$ cat config.mk
export PLATFORM = sky130hd
export DESIGN_NAME = fetch_npc_unit
export DESIGN_NICKNAME = d
export VERILOG_FILES = /design/src/rtl/mips_pkg.sv /design/src/rtl/npc_calc.sv /design/src/rtl/fetch_npc_unit.sv
export SDC_FILE = /design/constraint.sdc
export NUM_CORES = 1
export LEC_CHECK = 0
export BUFFER_PORTS_ARGS = -buffer_cell sky130_fd_sc_hd__buf_2
export CORE_MARGIN = 1
export CORE_UTILIZATION = 51
export CTS_CLUSTER_SIZE = 14
export DETAILED_ROUTE_END_ITERATION = 6
export PLACE_DENSITY = 0.87
export SETUP_SLACK_MARGIN = 0.15
export SLEW_MARGIN = 20
export SYNTH_ARGS = -nofsm -noshare
export SYNTH_HDL_FRONTEND = slang
export SYNTH_HIERARCHICAL = 1
export SYNTH_SLANG_ARGS = --single-unit
$ cat constraint.sdc
create_clock -name clk -period 3.85 [get_ports clk]
set_clock_uncertainty 0.05 [all_clocks]
set_input_delay 0.1925 -clock clk [delete_from_list [all_inputs] [get_ports clk]]
set_output_delay 0.1925 -clock clk [all_outputs]
set_load 0.03 [all_outputs]
$ cat src/rtl/mips_pkg.sv
// Shared definitions for the MIPS core front end.
//   NPC_* : next-PC select codes driven by the control unit (NPCOp)
//   fetch_state_t : fetch-stage FSM encoding
//   RESET_PC_DEFAULT : boot address loaded into the PC on reset
package mips_pkg;

   localparam logic [1:0] NPC_PC4 = 2'b00;  // sequential
   localparam logic [1:0] NPC_BR  = 2'b01;  // pc+4 relative branch
   localparam logic [1:0] NPC_J   = 2'b10;  // j/jal region jump
   localparam logic [1:0] NPC_JR  = 2'b11;  // jr/jalr register target

   typedef enum logic [1:0] {
      FETCH = 2'd0,
      EXEC  = 2'd1,
      HALT  = 2'd2
   } fetch_state_t;

   localparam logic [31:0] RESET_PC_DEFAULT = 32'h0000_3000;

endpackage

$ cat src/rtl/npc_calc.sv
// Next-PC calculator (purely combinational).
//   pc_plus4  in  32  address of the instruction after the one in IR
//   ir_index  in  26  IR[25:0]; IR[15:0] doubles as the branch immediate
//   npc_op    in  2   next-PC select (see mips_pkg NPC_*)
//   reg_rs    in  32  register target for jr/jalr
//   next_pc   out 32  selected next PC, modulo 2^32
module npc_calc
   import mips_pkg::*;
(
   input  logic [31:0] pc_plus4,
   input  logic [25:0] ir_index,
   input  logic [1:0]  npc_op,
   input  logic [31:0] reg_rs,
   output logic [31:0] next_pc
);

   // Word-scaled, sign-extended branch displacement.
   function automatic logic signed [31:0] branch_offset(input logic [15:0] imm);
      branch_offset = {{14{imm[15]}}, imm, 2'b00};
   endfunction

   always_comb begin
      next_pc = pc_plus4;
      case (npc_op)
         NPC_PC4: next_pc = pc_plus4;
         NPC_BR:  next_pc = pc_plus4 + $unsigned(branch_offset(ir_index[15:0]));
         // Jumps stay inside the 256 MB region of the delay-slot address.
         NPC_J:   next_pc = {pc_plus4[31:28], ir_index, 2'b00};
         NPC_JR:  next_pc = reg_rs;
         default: next_pc = pc_plus4;
      endcase
   end

endmodule

$ cat src/rtl/fetch_npc_unit.sv
// Instruction-fetch stage: owns the PC and IR, fetches over a req/ack
// handshake, presents the word to the decoder and commits the next PC.
//   clk, rst              clock, synchronous active-high reset
//   imem_req/addr         fetch request (held until ack) and address (= pc)
//   imem_ack/rdata        read data valid strobe and instruction word
//   instr, instr_valid    instruction register and its "executing" flag
//   pc, pc_plus4          address of IR and its link value
//   npc_op, reg_rs        next-PC select and register target, taken in EXEC
//   hold                  downstream stall, freezes EXEC
//   addr_err              sticky misaligned-target flag (only rst clears it)
module fetch_npc_unit
   import mips_pkg::*;
#(
   parameter logic [31:0] RESET_PC = RESET_PC_DEFAULT
) (
   input  logic        clk,
   input  logic        rst,
   output logic        imem_req,
   output logic [31:0] imem_addr,
   input  logic        imem_ack,
   input  logic [31:0] imem_rdata,
   output logic [31:0] instr,
   output logic        instr_valid,
   output logic [31:0] pc,
   output logic [31:0] pc_plus4,
   input  logic [1:0]  npc_op,
   input  logic [31:0] reg_rs,
   input  logic        hold,
   output logic        addr_err
);

   fetch_state_t state, state_nxt;
   logic [31:0]  pc_q;
   logic [31:0]  ir_q;
   logic [31:0]  next_pc;
   logic         commit;

   npc_calc u_npc_calc (
      .pc_plus4 (pc_plus4),
      .ir_index (ir_q[25:0]),
      .npc_op   (npc_op),
      .reg_rs   (reg_rs),
      .next_pc  (next_pc)
   );

   assign pc_plus4  = pc_q + 32'd4;
   assign pc        = pc_q;
   assign imem_addr = pc_q;
   assign instr     = ir_q;

   // Outputs are masked while rst is high so the memory side never sees a
   // request in the reset cycle, even on the very first edge.
   assign imem_req    = (state == FETCH) && !rst;
   assign instr_valid = (state == EXEC) && !rst;
   assign addr_err    = (state == HALT);

   assign commit = (state == EXEC) && !hold;

   always_comb begin
      state_nxt = state;
      case (state)
         FETCH: if (imem_ack) state_nxt = EXEC;
         EXEC:  if (!hold) state_nxt = (next_pc[1:0] != 2'b00) ? HALT : FETCH;
         HALT:  state_nxt = HALT;
         default: state_nxt = FETCH;
      endcase
   end

   always_ff @(posedge clk) begin
      if (rst) state <= FETCH;
      else     state <= state_nxt;
   end

   // The misaligned target is still written to pc so it is visible for debug.
   always_ff @(posedge clk) begin
      if (rst) begin
         pc_q <= RESET_PC;
         ir_q <= 32'd0;
      end else begin
         if ((state == FETCH) && imem_ack) ir_q <= imem_rdata;
         if (commit) pc_q <= next_pc;
      end
   end

endmodule

==> impl_metrics.json, run 1 <==
{
  "synth_seq_cells": 66,
  "drc": 0,
  "synth_seq_area_share_pct": 24.3,
  "worstPathMaxFanout": 8,
  "die_h_um": 105,
  "diodes": 0,
  "area_delta_synth_final_pct": 35.7,
  "cts_buffers": 9,
  "start_util_pct": 52.7,
  "cts_hold_buf": 0,
  "ir_worst_vdd_uv": 186,
  "end_kind": "flop",
  "syn_nets": 777,
  "insertion_delay_ns": 0.35,
  "r2r_slack_ns": 0.20,
  "syn_area_um2": 5440,
  "grt_util_all_layers_pct": 30.5,
  "synth_ff_type": "dfxtp_1",
  "grt_pass1_vias": 5374,
  "reg2regPathDepth": 17,
  "grt_first_pass_wirelength_mm": 26.8,
  "via_per_inst": 5.72,
  "hold_path.class": "input port to flop",
  "rsz0062_at_grt": "yes",
  "dieArea_um2": 11100,
  "detail_route.iter0.violations": 246,
  "layout_min_cycle_time_ns": 3.65,
  "coreArea_um2": 10300,
  "grt_max_degree": 50,
  "cts_root_buf": "clkbuf_8",
  "p_leak_uw": 0.00349,
  "r2r_end": "imem_addr[26]",
  "worstPathArrival_ns": 3.80,
  "worstSetupPathType": "flop to flop",
  "reg2reg_from": "imem_addr[6]",
  "fin_cells": 1007,
  "setup.worst_path.start_class": "flop",
  "row_count": 37,
  "yosys_warnings": 6,
  "path_clk_slew_ns": 0.09,
  "fp.dieW_um": 105,
  "power_density_nw_per_um2": 245,
  "slew_viol_final": 0,
  "async_flop_share_pct": 0,
  "wl_per_cell_um": 17.1,
  "worst_slew_pin_slew_ns": 0.958,
  "drive_gt1_share_pct": 46.4,
  "ctsHtreeMaxLevel": 3,
  "first_pass_iters": 5,
  "syn_inst": 676,
  "min_to": "instr[0]",
  "synthDistinctLibCells": 66,
  "grt_overflow": 0,
  "synth_edf_count": 0,
  "dp_cells": 975,
  "ant_nets": 0,
  "required_ns": 4.00,
  "cts_buffer_depth": 2,
  "hold_start": "imem_rdata[0]",
  "io_buffers": 200,
  "fin_crit_sh_pct": 94.9,
  "timing.fmax_mhz": 274,
  "fillers": 837,
  "vias": 5759,
  "min_path_cells": 3,
  "slew_headroom_pct": 36.1,
  "hold_violations": 0,
  "fin_nets": 967,
  "avgSynthCellArea_um2": 8.05,
  "cts.sinks": 66,
  "setup_viol": 0,
  "status": "complete, no violations",
  "tns_ns": 0,
  "antenna_found_initial": 0,
  "drt-total-wl_mm": 17.2,
  "maxCapViolCount": 0,
  "cts_tree": "built",
  "ios": 201,
  "hpwl_mm": 12.5,
  "gp_congestion": 0.946
}
## how the worst max path moves through the flow
| stage | end | cells after the start | slack [ns] | startpoint |
|---|---|---|---|---|
| 2_1_floorplan | imem_addr[26] | 16 | 0.14 | imem_addr[4] |
| 3_3_place_gp | imem_addr[27] | 16 | -0.009 | imem_addr[2] |
| 3_5_place_dp | imem_addr[27] | 16 | 0.0004 | imem_addr[2] |
| 4_1_cts | imem_addr[27] | 17 | 0.15 | imem_addr[6] |
| 5_1_grt | imem_addr[26] | 17 | 0.03 | imem_addr[6] |
| 6_report | imem_addr[26] | 17 | 0.20 | imem_addr[6] |
## cells by family (layout without fill, tap and decap cells)
kind of cell	after synthesis	in the layout	share of synthesized area, %
AND/OR/NAND/NOR	264	264	23.5
multiplexers	28	28	11.1
XOR/XNOR	51	51	8.21
adder cells (fa/ha/maj)	31	31	7.26
flip-flops	66	66	24.3
buffers and inverters	84	279	8.34
AO/OA/AOI/OAI	152	152	17.3
## critical path: stages, from the launching register on
cell and delay, ns:
dfxtp_4 0.36, and4_1 0.20, buf_6 0.15, nand3_2 0.14, xnor2_2 0.17, ha_1 0.33
buf_4 0.16, a21o_1 0.19, and2b_1 0.17, a211oi_2 0.23, o22ai_2 0.14, o21a_1 0.19
nor2_2 0.15, o31ai_2 0.11, xnor2_1 0.16, mux4_2 0.46, nand2_1 0.08, a21oi_1 0.06
## placed cells by master (no fill, tap or decap), types with 14 or more instances in the layout
| master | Yosys | routed |
|---|---|---|
| nand3_1 | 22 | 19 |
| nand2_1 | 156 | 155 |
| inv_1 | 16 | 16 |
| nor2_1 | 23 | 14 |
| xnor2_1 | 30 | 19 |
| dfxtp_1 | 66 | 46 |
| buf_2 | 6 | 200 |
| a21oi_1 | 91 | 85 |
| buf_4 | 35 | 44 |
| ha_1 | 30 | 19 |
| mux4_2 | 26 | 26 |
## layout make-up
cell class	count	area (um2)	area share (%)
Multi-Input combinational cell	526	4220	57.2
Inverter	16	60.1	0.813
Sequential cell	66	1370	18.6
Clock buffer	9	124	1.68
Timing Repair Buffer	247	1380	18.7
Clock inverter	7	52.6	0.711
Tap cell	136	170	2.30
## repair_timing
item | in CTS | in global routing
setup buffers | 2 | 14
cloned | 0 | 0
pin swaps | 2 | 23
setup endpoints to repair | 7 | 11
gates resized for setup | 7 | 49
## layer usage
metal | vias to the layer above | global-route usage, % | wire (um) | share of wire (%)
met1 | 2736 | 39.3 | 7380 | 43
met2 | 253 | 51.6 | 8340 | 48
met3 | 42 | 4.58 | 1010 | 5.8
met4 | 0 | 11.0 | 512 | 3.0
met5 | - | 0 | 0 | 0
li1 | 2728 | - | - | -
## cells in the mapped netlist, types with 4 or more instances
library cell	number	area [um2]
mux4_2	26	586
o21ai_0	11	55.1
a21oi_1	91	455
clkbuf_1	25	93.8
nor2_1	23	86.3
nor4_2	4	50.1
inv_1	16	60.1
nand4_1	6	37.5
xnor2_1	30	263
nand3_1	22	110
nor3b_1	4	30.0
and3_1	5	31.3
and2_1	6	37.5
ha_1	30	375
o21bai_1	7	52.6
buf_2	6	30.0
a21o_1	9	67.6
buf_4	35	263
o21a_1	5	37.5
nand2_1	156	586
xor2_1	21	184
dfxtp_1	66	1320
nor3_1	7	35.0
## state kept, by name, indices dropped and copies added (netlist names)
| register | cells |
|---|---|
| instr | 32 |
| state | 2 |
| imem_addr | 32 |
## metrics by stage
step | power [uW] | setup slack [ns] | cell area [um2] | hold slack (ns) | util [%]
floorplan | 1110 | 0.138 | 5800 | 0.279 | -
global placement | 1250 | -0.00894 | 6820 | 0.385 | 66.1
detailed placement | 1250 | 0.000407 | 6820 | 0.388 | 66.1
CTS | 1800 | 0.151 | 7040 | 0.0136 | 68.1
global route | 1890 | 0.0346 | 7390 | 0.0109 | 71.6
finish | 1810 | 0.197 | 7390 | 0.0222 | 71.6
## report_power, final
group          switching (uW)  internal [uW]  leakage (uW)
clock network             314            237     0.0000861
logic                     310            204       0.00286
registers                38.9            708      0.000550
total                     662           1150       0.00349
No activity file was read; power rests on OpenSTA's default activity.
==> run 2: changes to the inputs <==
- MAX_ROUTING_LAYER: not set -> met4
==> impl_metrics.json, run 2 (synthesis gave the netlist of run 1 again) <==
{
  "status": "complete, no violations",
  "critPathLaunch": "imem_addr[5]",
  "power_frac_comb_pct": 26.9,
  "diodes": 0,
  "grt_max_degree": 41,
  "fin_nets": 972,
  "multi_input_area_um2": 4370,
  "clock_power_share_pct": 35.6,
  "end_kind": "flop",
  "worstSetupEndpoint": "imem_addr[26]",
  "drive_gt1_share_pct": 47.7,
  "maxCapViolCount": 0,
  "fp.dieW_um": 105,
  "grt_overflow": 0,
  "fillers": 776,
  "insertion_delay_ns": 0.36,
  "worstSetupPathType": "flop to flop",
  "seq_area_um2": 1370,
  "layout_min_cycle_time_ns": 3.74,
  "reg2regPathDepth": 17,
  "p_switching_uw": 686,
  "rsz0062_at_grt": "yes",
  "setup.worst_path.start_class": "flop",
  "hold_path.class": "input port to flop",
  "required_ns": 4.04,
  "design_area_um2": 7610,
  "worstPathMaxFanout": 8,
  "drt-total-wl_mm": 18.1,
  "ant_nets": 0,
  "vias": 5904,
  "slew_headroom_pct": 32.6,
  "tns_ns": 0,
  "wl_per_cell_um": 17.8,
  "cts_root_buf": "clkbuf_8",
  "drc": 0,
  "detail_route.iter0.violations": 419,
  "die_h_um": 105,
  "via_per_inst": 5.83,
  "hold_violations": 0,
  "row_count": 37,
  "dieArea_um2": 11100,
  "mostFrequentLayoutCell": "buf_2",
  "reg2reg_from": "imem_addr[5]",
  "grt_util_all_layers_pct": 32.1,
  "cts_buffer_depth": 2,
  "ctsHtreeMaxLevel": 3,
  "hold-worst-slack_ns": 0.0115,
  "ir_worst_vdd_uv": 224,
  "gp_congestion": 0.915,
  "hpwl_mm": 12.7,
  "cts_tree": "built",
  "place_ws_ns": -0.0319,
  "power_density_nw_per_um2": 262,
  "p_int_uw": 1310,
  "grt_pass1_vias": 5652,
  "place_area_um2": 6830,
  "cts_hold_buf": 0,
  "timing.fmax_mhz": 267,
  "grt_first_pass_wirelength_mm": 27.7,
  "cts_buffers": 9,
  "setup_viol": 0,
  "final_core_util_pct": 73.8,
  "r2r_slack_ns": 0.11,
  "slew_viol_final": 0,
  "layout_common_cells": "buf_2, nand2_1, a21oi_1",
  "ios": 201,
  "worst_slew_pin_slew_ns": 1.01,
  "coreArea_um2": 10300,
  "r2r_end": "imem_addr[26]",
  "cts.sinks": 66,
  "fin_ws_ns": 0.110,
  "start_util_pct": 52.7,
  "path_clk_slew_ns": 0.10,
  "fin_crit_sh_pct": 97.1,
  "worstPathArrival_ns": 3.93,
  "p_sw_share_pct": 34.4,
  "p_leak_uw": 0.00353,
  "antenna_found_initial": 0,
  "area_delta_synth_final_pct": 39.9,
  "first_pass_iters": 5,
  "io_buffers": 200,
  "seq_power_share_pct": 37.5
}
run 2: cell types whose count changed in the layout (fill, tap and decap cells not counted), moves of 2 or more:
cell,previous run,this run
a21oi_1,85,81
clkbuf_16,0,2
a21oi_2,6,9
nor3_2,0,2
nand3_4,0,2
ha_4,8,13
buf_4,44,50
ha_1,19,14
run 2: power groups by stage:
stage / combinational [uW] / sequential [uW] / clock, uW
finish: 535 / 748 / 710
global route: 574 / 753 / 746
CTS: 498 / 745 / 719
detailed placement: 494 / 761 / 0
global placement: 487 / 759 / 0
floorplan: 293 / 817 / 0
run 2: worst min path at each step:
stage	startpoint	end	slack (ns)	cells past startpoint
3_5_place_dp	imem_rdata[9]	instr[9]	0.39	3
3_3_place_gp	imem_rdata[24]	instr[24]	0.38	3
4_1_cts	imem_rdata[23]	instr[23]	0.0008	3
6_report	imem_rdata[8]	instr[8]	0.01	3
5_1_grt	imem_rdata[8]	instr[8]	0.001	3
2_1_floorplan	imem_rdata[0]	instr[0]	0.28	2
run 2: cell type report:
type	count	area share, %
clock buffer	11	2.28
clock inverter	5	0.838
inverter	16	0.789
multi-input combinational	526	57.3
sequential	66	18.0
tap	136	2.23
timing repair buffer	252	18.5
run 2: stage by stage:
stage                     power, uW  std cells
final                          1990       1012
after global routing           2070       1012
after CTS                      1960        992
after detailed placement       1260        976
after global placement         1250        976
after floorplan                1110        676
run 2: worst max-delay path, stage by stage, from the launching register on:
cell and delay, ns:
dfxtp_4 0.38, and4_1 0.20, buf_6 0.16, nand3_4 0.13, nor2_4 0.19, xor2_4 0.18, ha_4 0.24, a21oi_1 0.23
o21ai_0 0.22, a211oi_2 0.29, o22ai_2 0.15, o21a_1 0.24, nor2_4 0.16, o31ai_4 0.08, xnor2_1 0.14, mux4_2 0.44
nand2_1 0.07, a21oi_1 0.06
run 2: routing by layer:
metal	up-vias	track usage [%]	wire, um
met1	2805	39.5	7360
met4	0	12.0	469
met3	41	4.51	1220
met2	311	53.6	9000
met5	-	-	0
li1	2747	-	-
run 2: repair_timing:
action | CTS | global route
resized for setup | 3 | 69
buffers inserted | 0 | 20
endpoints found under the setup margin | 10 | 13
gates cloned | 0 | 0
pin swaps | 0 | 41
